### src/rtl/qmult_sched_if.sv
// Bus interfaces for qmult_sched.
//   qmult_req_if : requester side. master = MAC front-ends, slave = scheduler.
//     req_vld/req_a/req_b : operands offered by each requester (lane i at [i*N +: N])
//     req_rdy             : one-hot accept from the scheduler
//     resp_vld/resp_data/resp_id : one-cycle result pulse routed to the winner
//   qmult_mul_if : multiplier side. master = scheduler, slave = shared multiplier.
//     mul_in_vld/mul_a/mul_b : start strobe and operands
//     mul_end                : multiplier idle level (high = can start)
//     mul_dout/mul_dout_vld  : product and its one-cycle valid pulse
interface qmult_req_if #(
  parameter int unsigned N       = 8,
  parameter int unsigned NUM_REQ = 4,
  parameter int unsigned ID_W    = 2
);
  logic [NUM_REQ-1:0]   req_vld;
  logic [NUM_REQ*N-1:0] req_a;
  logic [NUM_REQ*N-1:0] req_b;
  logic [NUM_REQ-1:0]   req_rdy;
  logic [NUM_REQ-1:0]   resp_vld;
  logic [2*N-1:0]       resp_data;
  logic [ID_W-1:0]      resp_id;

  modport master (output req_vld, req_a, req_b,
                  input  req_rdy, resp_vld, resp_data, resp_id);
  modport slave  (input  req_vld, req_a, req_b,
                  output req_rdy, resp_vld, resp_data, resp_id);
endinterface

interface qmult_mul_if #(
  parameter int unsigned N = 8
);
  logic           mul_in_vld;
  logic [N-1:0]   mul_a;
  logic [N-1:0]   mul_b;
  logic           mul_end;
  logic [2*N-1:0] mul_dout;
  logic           mul_dout_vld;

  modport master (output mul_in_vld, mul_a, mul_b,
                  input  mul_end, mul_dout, mul_dout_vld);
  modport slave  (input  mul_in_vld, mul_a, mul_b,
                  output mul_end, mul_dout, mul_dout_vld);
endinterface

### src/rtl/qmult_sched.sv
// qmult_sched: shares one multi-cycle signed multiplier among NUM_REQ requesters.
// Round-robin arbitration, operand latching, start issue, result capture and
// routing of the product back to the granted requester.
// Ports:
//   clk, rst_n : clock (rising edge), asynchronous active-low reset
//   rq         : requester bus (qmult_req_if.slave)
//   mul        : shared multiplier bus (qmult_mul_if.master)
//   busy       : high whenever the scheduler is not idle
//   tmo_err    : sticky watchdog flag
// Build option: define QMULT_SCHED_TMO_EN to enable the WAIT watchdog; without
// it the scheduler waits for the multiplier indefinitely and tmo_err is 0.
module qmult_sched #(
  parameter int unsigned N       = 8,
  parameter int unsigned NUM_REQ = 4,
  parameter int unsigned ID_W    = 2,
  parameter int unsigned TMO_CYC = 16
) (
  input  logic        clk,
  input  logic        rst_n,
  qmult_req_if.slave  rq,
  qmult_mul_if.master mul,
  output logic        busy,
  output logic        tmo_err
);

  // Elaboration-time parameter sanity check
  if (NUM_REQ < 2 || NUM_REQ > 8 || (1 << ID_W) < NUM_REQ || TMO_CYC <= N + 2) begin : g_cfg_chk
    $error("qmult_sched: illegal parameter combination");
  end

  typedef enum logic [1:0] {
    S_IDLE  = 2'd0,
    S_ISSUE = 2'd1,
    S_WAIT  = 2'd2,
    S_RESP  = 2'd3
  } state_t;

  state_t               r_state;
  logic [ID_W-1:0]      r_last_gnt;
  logic [ID_W-1:0]      r_id;
  logic [N-1:0]         r_a;
  logic [N-1:0]         r_b;
  logic [NUM_REQ-1:0]   r_resp_vld;
  logic [2*N-1:0]       r_resp_data;
  logic [ID_W-1:0]      r_resp_id;

  logic                 w_gnt_vld;
  logic [ID_W-1:0]      w_gnt_id;
  logic [NUM_REQ-1:0]   w_gnt_oh;
  logic [N-1:0]         w_sel_a;
  logic [N-1:0]         w_sel_b;
  int unsigned          w_idx;

  // Round-robin search starting just after the last grant, wrapping to 0
  always_comb begin
    w_gnt_vld = 1'b0;
    w_gnt_id  = '0;
    w_idx     = 0;
    for (int unsigned k = 1; k <= NUM_REQ; k++) begin
      w_idx = (32'(r_last_gnt) + k) % NUM_REQ;
      if (!w_gnt_vld && (|(rq.req_vld & (NUM_REQ'(1) << w_idx)))) begin
        w_gnt_vld = 1'b1;
        w_gnt_id  = ID_W'(w_idx);
      end
    end
  end

  assign w_gnt_oh = NUM_REQ'(1) << w_gnt_id;
  assign w_sel_a  = N'(rq.req_a >> (32'(w_gnt_id) * N));
  assign w_sel_b  = N'(rq.req_b >> (32'(w_gnt_id) * N));

  // Accept is combinational so a requester can transfer in the same cycle it asserts valid
  assign rq.req_rdy   = (r_state == S_IDLE && w_gnt_vld) ? w_gnt_oh : '0;
  assign rq.resp_vld  = r_resp_vld;
  assign rq.resp_data = r_resp_data;
  assign rq.resp_id   = r_resp_id;

  // Start strobe follows the multiplier's idle level so a busy multiplier stalls ISSUE
  assign mul.mul_in_vld = (r_state == S_ISSUE) && mul.mul_end;
  assign mul.mul_a      = r_a;
  assign mul.mul_b      = r_b;

  assign busy = (r_state != S_IDLE);

`ifdef QMULT_SCHED_TMO_EN
  localparam int unsigned TMO_W = $clog2(TMO_CYC);

  logic [TMO_W-1:0] r_tmo_cnt;
  logic             r_tmo_err;

  assign tmo_err = r_tmo_err;
`else
  assign tmo_err = 1'b0;
`endif

  // Scheduler FSM with operand, result and watchdog registers
  always_ff @(posedge clk or negedge rst_n) begin
    if (!rst_n) begin
      r_state     <= S_IDLE;
      r_last_gnt  <= ID_W'(NUM_REQ - 1);
      r_id        <= '0;
      r_a         <= '0;
      r_b         <= '0;
      r_resp_vld  <= '0;
      r_resp_data <= '0;
      r_resp_id   <= '0;
`ifdef QMULT_SCHED_TMO_EN
      r_tmo_cnt   <= '0;
      r_tmo_err   <= 1'b0;
`endif
    end else begin
      case (r_state)
        S_IDLE: begin
          if (w_gnt_vld) begin
            r_a        <= w_sel_a;
            r_b        <= w_sel_b;
            r_id       <= w_gnt_id;
            r_last_gnt <= w_gnt_id;
            r_state    <= S_ISSUE;
          end
        end
        S_ISSUE: begin
          if (mul.mul_end) begin
            r_state   <= S_WAIT;
`ifdef QMULT_SCHED_TMO_EN
            r_tmo_cnt <= '0;
`endif
          end
        end
        S_WAIT: begin
          if (mul.mul_dout_vld) begin
            r_resp_data <= mul.mul_dout;
            r_resp_id   <= r_id;
            r_resp_vld  <= NUM_REQ'(1) << r_id;
            r_state     <= S_RESP;
          end
`ifdef QMULT_SCHED_TMO_EN
          // Give up after TMO_CYC cycles and release the requester with a zero result
          else if (r_tmo_cnt == TMO_W'(TMO_CYC - 1)) begin
            r_tmo_err   <= 1'b1;
            r_resp_data <= '0;
            r_resp_id   <= r_id;
            r_resp_vld  <= NUM_REQ'(1) << r_id;
            r_state     <= S_RESP;
          end else begin
            r_tmo_cnt <= r_tmo_cnt + TMO_W'(1);
          end
`endif
        end
        S_RESP: begin
          r_resp_vld <= '0;
          r_state    <= S_IDLE;
        end
        default: r_state <= S_IDLE;
      endcase
    end
  end

endmodule

### src/flat_wrapper.sv
// flat-port wrapper written by rule: the top's interface ports become plain ports
module qmult_sched_flat 
#(
  parameter int unsigned N       = 8,
  parameter int unsigned NUM_REQ = 4,
  parameter int unsigned ID_W    = 2,
  parameter int unsigned TMO_CYC = 16
)
  (clk, rst_n, busy, tmo_err, rq_req_vld, rq_req_a, rq_req_b, rq_req_rdy, rq_resp_vld, rq_resp_data, rq_resp_id, mul_mul_in_vld, mul_mul_a, mul_mul_b, mul_mul_end, mul_mul_dout, mul_mul_dout_vld);
  qmult_req_if #(.N(N), .NUM_REQ(NUM_REQ), .ID_W(ID_W)) rq_i ();
  qmult_mul_if #(.N(N)) mul_i ();
  input  logic clk;
  input  logic rst_n;
  output logic busy;
  output logic tmo_err;
  input wire logic [$bits(rq_i.req_vld)-1:0] rq_req_vld;
  input wire logic [$bits(rq_i.req_a)-1:0] rq_req_a;
  input wire logic [$bits(rq_i.req_b)-1:0] rq_req_b;
  output wire logic [$bits(rq_i.req_rdy)-1:0] rq_req_rdy;
  output wire logic [$bits(rq_i.resp_vld)-1:0] rq_resp_vld;
  output wire logic [$bits(rq_i.resp_data)-1:0] rq_resp_data;
  output wire logic [$bits(rq_i.resp_id)-1:0] rq_resp_id;
  output wire logic [$bits(mul_i.mul_in_vld)-1:0] mul_mul_in_vld;
  output wire logic [$bits(mul_i.mul_a)-1:0] mul_mul_a;
  output wire logic [$bits(mul_i.mul_b)-1:0] mul_mul_b;
  input wire logic [$bits(mul_i.mul_end)-1:0] mul_mul_end;
  input wire logic [$bits(mul_i.mul_dout)-1:0] mul_mul_dout;
  input wire logic [$bits(mul_i.mul_dout_vld)-1:0] mul_mul_dout_vld;
  assign rq_i.req_vld = rq_req_vld;
  assign rq_i.req_a = rq_req_a;
  assign rq_i.req_b = rq_req_b;
  assign rq_req_rdy = rq_i.req_rdy;
  assign rq_resp_vld = rq_i.resp_vld;
  assign rq_resp_data = rq_i.resp_data;
  assign rq_resp_id = rq_i.resp_id;
  assign mul_mul_in_vld = mul_i.mul_in_vld;
  assign mul_mul_a = mul_i.mul_a;
  assign mul_mul_b = mul_i.mul_b;
  assign mul_i.mul_end = mul_mul_end;
  assign mul_i.mul_dout = mul_mul_dout;
  assign mul_i.mul_dout_vld = mul_mul_dout_vld;
  qmult_sched #(.N(N), .NUM_REQ(NUM_REQ), .ID_W(ID_W), .TMO_CYC(TMO_CYC)) u_core (.clk(clk), .rst_n(rst_n), .rq(rq_i), .mul(mul_i), .busy(busy), .tmo_err(tmo_err));
endmodule
### config.mk
export PLATFORM = sky130hd
export DESIGN_NAME = qmult_sched_flat
export DESIGN_NICKNAME = d
export VERILOG_FILES = /design/src/rtl/qmult_sched_if.sv /design/src/rtl/qmult_sched.sv /design/src/flat_wrapper.sv
export SDC_FILE = /design/constraint.sdc
export NUM_CORES = 1
export LEC_CHECK = 0
export ABC_CLOCK_PERIOD_IN_PS = 6300
export CAP_MARGIN = 5
export CELL_PAD_IN_SITES_DETAIL_PLACEMENT = 1
export CELL_PAD_IN_SITES_GLOBAL_PLACEMENT = 1
export CORE_MARGIN = 3
export CORE_UTILIZATION = 33
export CTS_BUF_LIST = sky130_fd_sc_hd__clkbuf_8
export DETAILED_ROUTE_END_ITERATION = 12
export GPL_TIMING_DRIVEN = 1
export PLACE_DENSITY_LB_ADDON = 0.1
export SYNTH_ARGS = -nofsm -noshare
export SYNTH_HDL_FRONTEND = slang
export SYNTH_SLANG_ARGS = --single-unit
### constraint.sdc
create_clock -name clk -period 6.3 [get_ports clk]
set_input_delay 1.26 -clock clk [delete_from_list [all_inputs] [get_ports clk]]
set_output_delay 1.26 -clock clk [all_outputs]
set_load 0.005 [all_outputs]
## After elaboration in Yosys (flattened, before gate mapping)

Index checks and enable logic that the tools add are counted.

| storage, ports and cells | value |
|---|---|
| register bits after elaboration | 44 |
| input bits | 88 |
| word-level logic and storage cells | 64 |

| cells by class | value |
|---|---|
| $add $sub $neg | 4 |
| eq/ne operators | 6 |
| shift operators | 8 |
| mux-type cells | 15 |
| bitwise logic cells | 4 |
| reductions and logical operators | 19 |

Operators with widths:

| cell | number |
|---|---|
| 32-bit by 5-bit >> shifter with 8-bit output | 2 |
| 1-bit by 2-bit << shifter with 4-bit output, first input constant | 6 |
| 4-bit bitwise AND | 4 |
| 4-bit OR reduction | 4 |
| 2-bit two-way mux | 7 |
| 4-bit two-way mux | 2 |
| 2-bit case mux with 4 select lines | 1 |
| 4-bit case mux with 2 select lines | 1 |
| 2-bit AND reduction | 3 |
| 1-bit logical AND | 5 |
| 2-bit by 1-bit adder with 2-bit output, second input constant | 2 |
| 2-bit adder, second input constant | 2 |
| 2-bit == test, second input constant | 2 |
| 1-bit two-way mux | 4 |
| 2-bit != test, second input constant | 2 |
| 2-bit nonzero test | 2 |
| 1-bit zero test | 3 |
| 3-bit AND reduction | 1 |
| 2-bit by 1-bit == test with 1-bit output, second input constant | 1 |
| 2-bit zero test | 1 |
| 2-bit by 1-bit != test with 1-bit output, second input constant | 1 |

## Longest topological paths before layout

| depth | value |
|---|---|
| depth after elaboration | 16 |
| gate-level depth with buffers | 10 |

## Worst setup path before layout

Ideal clock, no wire load.

| timing path | value |
|---|---|
| path type | in2out |
| start | input rq_req_vld[2] |
| end | output rq_req_rdy[2] |
| data arrival time | 2585 ps |
| required time | 5040 ps |
| setup slack | 2455 ps |
| cell stages on the path | 7 |
| path buffers | 2 |
| path through | a22o_1 or2_4 nand2b_4 o311a_1 buf_6 buf_6 nor2_1 |

| on the way | value |
|---|---|
| longest elaborated chain between the ends | 14 |

Ends and longest elaborated chain:

| element | line | text |
|---|---|---|
| start: declaration | flat_wrapper.sv:16 | `input wire logic [$bits(rq_i.req_vld)-1:0] rq_req_vld;` |
| 4-bit bitwise AND | qmult_sched.sv:61 | `if (!w_gnt_vld && (\|(rq.req_vld & (NUM_REQ'(1) << w_idx)))) begin` |
| 4-bit OR reduction | qmult_sched.sv:61 |  |
| 1-bit two-way mux | qmult_sched.sv:61 |  |
| 1-bit zero test | qmult_sched.sv:61 |  |
| 1-bit logical AND | qmult_sched.sv:61 |  |
| 1-bit two-way mux | qmult_sched.sv:61 |  |
| 1-bit zero test | qmult_sched.sv:61 |  |
| 1-bit logical AND | qmult_sched.sv:61 |  |
| 1-bit two-way mux | qmult_sched.sv:61 |  |
| 1-bit zero test | qmult_sched.sv:61 |  |
| 1-bit logical AND | qmult_sched.sv:61 |  |
| 2-bit two-way mux / 1-bit two-way mux (equally long branches) | qmult_sched.sv:61 |  |
| 1-bit by 2-bit << shifter with 4-bit output / 1-bit logical AND (equally long branches) | qmult_sched.sv:68, qmult_sched.sv:73 |  |
| 4-bit two-way mux (*) | qmult_sched.sv:73 | `assign rq.req_rdy = (r_state == S_IDLE && w_gnt_vld) ? w_gnt_oh : '0;` |
| end: declaration | flat_wrapper.sv:19 | `output wire logic [$bits(rq_i.req_rdy)-1:0] rq_req_rdy;` |

Every way passes the cells marked *; elsewhere a longest branch is shown, timed or not.

## Final worst setup path

| timing path | value |
|---|---|
| start | input rq_req_vld[2] |
| end | output rq_req_rdy[0] |

The elaborated chain is that of the path after synthesis.

==> results.yml <==
critical_path:
  start_kind: "input port"
  worst_path_max_delay_cell: "o311ai_4"
  r2r_slack_ns: 3.13
  path_class: "in -> out"
  endpoint_kind: "output pin"
  timing.critical_path.cells: "clkdlybuf4s50_1, a22o_1, or2_4, nand2b_4, o311ai_4, nor2_1, clkdlybuf4s50_1"
  cp_data_required_time_ns: 5.04
  crit_start: "rq_req_vld[2]"
  cp_slowest_stage_delay_ns: 0.84
  crit_path_end: "rq_req_rdy[0]"
  reg2reg_depth: 8
  path_delay_family: "compound AO/OA/AOI/OAI gates"
  critPathArrivalTime_ns: 3.94
  r2r_end: "u_core.mul.mul_a[7]"
  reg2reg_from: "u_core.r_last_gnt[0]"
  cp_max_fo: 19
  path_buf_inv: 2
  cp_common_cell: "clkdlybuf4s50_1"
  crit_cells: 7
power_and_ir_drop:
  switching_share_pct: 46.6
  internal_power_mw: 1.33
  power_frac_seq_pct: 20.8
  switchingPower_mw: 1.16
  power.leakage_nw: 1.78
  pwr-share-comb_pct: 70.5
  p_clk_share_pct: 8.6
  max-vdd-ir-drop_mv: 0.280
  power.density_nw_per_um2: 580
logic_synthesis:
  ys.flop_type: "dfrtp_1"
  synth_commonest_cells: "dfrtp_1 (42), nor2_1 (40), nand3_1 (32)"
  syn_inst: 297
  ys_types: 38
  synth.most_common_cell: "dfrtp_1"
  synth_edf_count: 0
  synth.area.top_cells: "dfrtp_1 (37%), mux2_2 (6.3%), a211oi_2 (6.1%)"
  ys_ff_latch: 44
  synth.net_count: 393
  yosys_warnings: 0
  avgSynthCellArea_sq_um: 9.61
  netlist.area_leader.share_pct: 36.8
  synth_top_area_cell: "dfrtp_1"
  synth_area_sq_um: 2850
  async_flop_share_pct: 100
  synth_seq_area_share_pct: 38.7
detailed_routing:
  wirelength_um: 9250
  dr.pass1.iters: 4
  drc_errors: 0
  first_iter_violations: 130
  wl_per_cell_um: 17.7
  postRouteAntennaNets: 0
  num_vias: 2765
  via_per_inst: 5.29
clocking:
  clock_latency_ns: 0.30
  cts-resized-gates: 0
  clock_sinks: 44
  tritoncts: "done"
  cts-root-buf: "clkbuf_8"
  hold_buffers: 0
  clk_pin_slew_ns: 0.09
  postCtsSetupBuffers: 0
  htreeDepth: 2
  clockBufferDepth: 2
  numCtsBuffers: 5
floorplan:
  die_area_sq_um: 9800
  core-area_sq_um: 8300
  die_width_um: 99.0
  die_y_um: 99.0
  num_rows: 33
  initial_utilization_pct: 34.4
  io_pins: 133
place:
  portBuffers: 131
  dp_hpwl_um: 6840
  place_congestion: 0.811
  dp.cells: 515
  placed_area_sq_um: 4200
timing:
  fin_worst_skew_ns: 0.00709
  finalHoldViolCount: 0
  max_slew.worst_pin.slew_ns: 1.04
  setup_viol: 0
  fin_tns_setup_ns: 0
  post-route-period-util_pct: 82.5
  fin_worst_hold_slack_ns: 0.484
  slew_headroom_pct: 30.2
  period_minus_slack_ns: 5.20
  fmax_mhz: 192
  drv_slew: 0
  rsz0062_at_grt: "no"
final_layout:
  final_cells: 523
  n_antenna_cell: 0
  fin_nets: 513
  stdcell_area_sq_um: 4310
  area_growth_pct: 50.9
  drive_gt1_share_pct: 14.6
global_route:
  gr-total-overflow: 0
  grt_max_degree: 45
  grt_antenna_before_repair: 0
  grt_pass1_vias: 2897
  grt_pass1_wl_um: 14700
  track_usage_pct: 18.6
worst_hold_path:
  min-delay-path-class: "reg -> reg"
run_status:
  outcome: "finished, final reports clean"
run:
  drv_cap: 0
metal layers:
metal	vias up	share of wire [%]	track usage (%)
li1	1337	-	-
met1	1325	46	25.2
met2	97	46	30.6
met3	6	7.7	4.67
met4	0	0.72	3.15
met5	-	0	0
placed cells by master, fill, tap and decap left out, types with 2 or more instances in the layout:
cell	Yosys	layout
a211oi_1	19	19
a211oi_2	14	14
a21oi_1	4	4
a22o_1	8	8
a22oi_1	8	8
a32o_1	3	3
and2_1	2	2
buf_4	6	6
clkbuf_8	0	5
clkdlybuf4s50_1	0	130
dfrtp_1	42	42
dfstp_2	2	2
ha_1	8	8
inv_1	8	9
mux2_2	16	16
nand2_1	28	28
nand3_1	32	32
nor2_1	40	40
o21ai_0	4	4
o2bb2ai_1	2	2
o31ai_1	9	9
o31ai_2	8	8
sequential cells by signal (all words and copies together) (netlist names):
| name | count |
|---|---|
| u_core.rq.resp_vld | 4 |
| u_core.mul.mul_a | 8 |
| u_core.r_id | 2 |
| u_core.r_state | 2 |
| u_core.rq.resp_id | 2 |
| u_core.r_last_gnt | 2 |
| u_core.mul.mul_b | 8 |
| u_core.rq.resp_data | 16 |
worst reg2reg max path: stages, from the launching register on:
cell	delay [ns]
dfstp_2	0.62
inv_1	0.19
ha_1	0.31
a22o_1	0.27
or2_4	0.28
nand2b_4	0.16
o311ai_4	0.84
a211oi_1	0.17
o31ai_2	0.25
stage by stage:
stage	worst slack (ns)	total power [mW]	utilization (%)
after global routing	0.899	2.72	51.9
after detailed placement	1.05	2.31	50.6
after CTS	1.07	2.53	51.9
after floorplan	2.45	1.73	-
final	1.10	2.50	51.9
after global placement	1.13	2.26	50.6
layout make-up:
type                    count  area, sq um
clock inverters             3         38.8
well taps                 105          131
fillers                   927         3990
inverters                   8         30.0
repair buffers            137         1350
clock buffers               5         68.8
flip-flops and latches     44         1100
multi-input cells         221         1580
power groups by stage:
stage                     clock network, mW  registers, mW  logic (mW)
after global placement                    0          0.518        1.74
final                                 0.216          0.520        1.76
after CTS                             0.223          0.523        1.79
after global routing                  0.235          0.545        1.94
after floorplan                           0          0.523        1.21
after detailed placement                  0          0.527        1.79
worst min path at each step:
| stage | start | end | slack [ns] | depth (start not counted) |
|---|---|---|---|---|
| 2_1_floorplan | u_core.mul.mul_a[2] | u_core.mul.mul_a[2] | 0.47 | 2 |
| 3_3_place_gp | u_core.mul.mul_a[4] | u_core.mul.mul_a[4] | 0.46 | 2 |
| 3_5_place_dp | u_core.mul.mul_a[4] | u_core.mul.mul_a[4] | 0.47 | 2 |
| 4_1_cts | u_core.mul.mul_a[4] | u_core.mul.mul_a[4] | 0.49 | 2 |
| 5_1_grt | u_core.mul.mul_a[0] | u_core.mul.mul_a[0] | 0.51 | 2 |
| 6_report | u_core.mul.mul_a[4] | u_core.mul.mul_a[4] | 0.48 | 2 |
cells by family (layout without fill, tap and decap cells):
group | Yosys count | after routing | synth area share [%]
adder cells (fa/ha/maj) | 8 | 8 | 3.51
other | 1 | 1 | 0.131
AND/OR/NAND/NOR | 108 | 108 | 16.6
buffers and inverters | 32 | 153 | 6.23
flip-flops | 44 | 44 | 38.7
AO/OA/AOI/OAI | 88 | 88 | 28.5
multiplexers | 16 | 16 | 6.31
No activity file was read; power rests on OpenSTA's default activity.
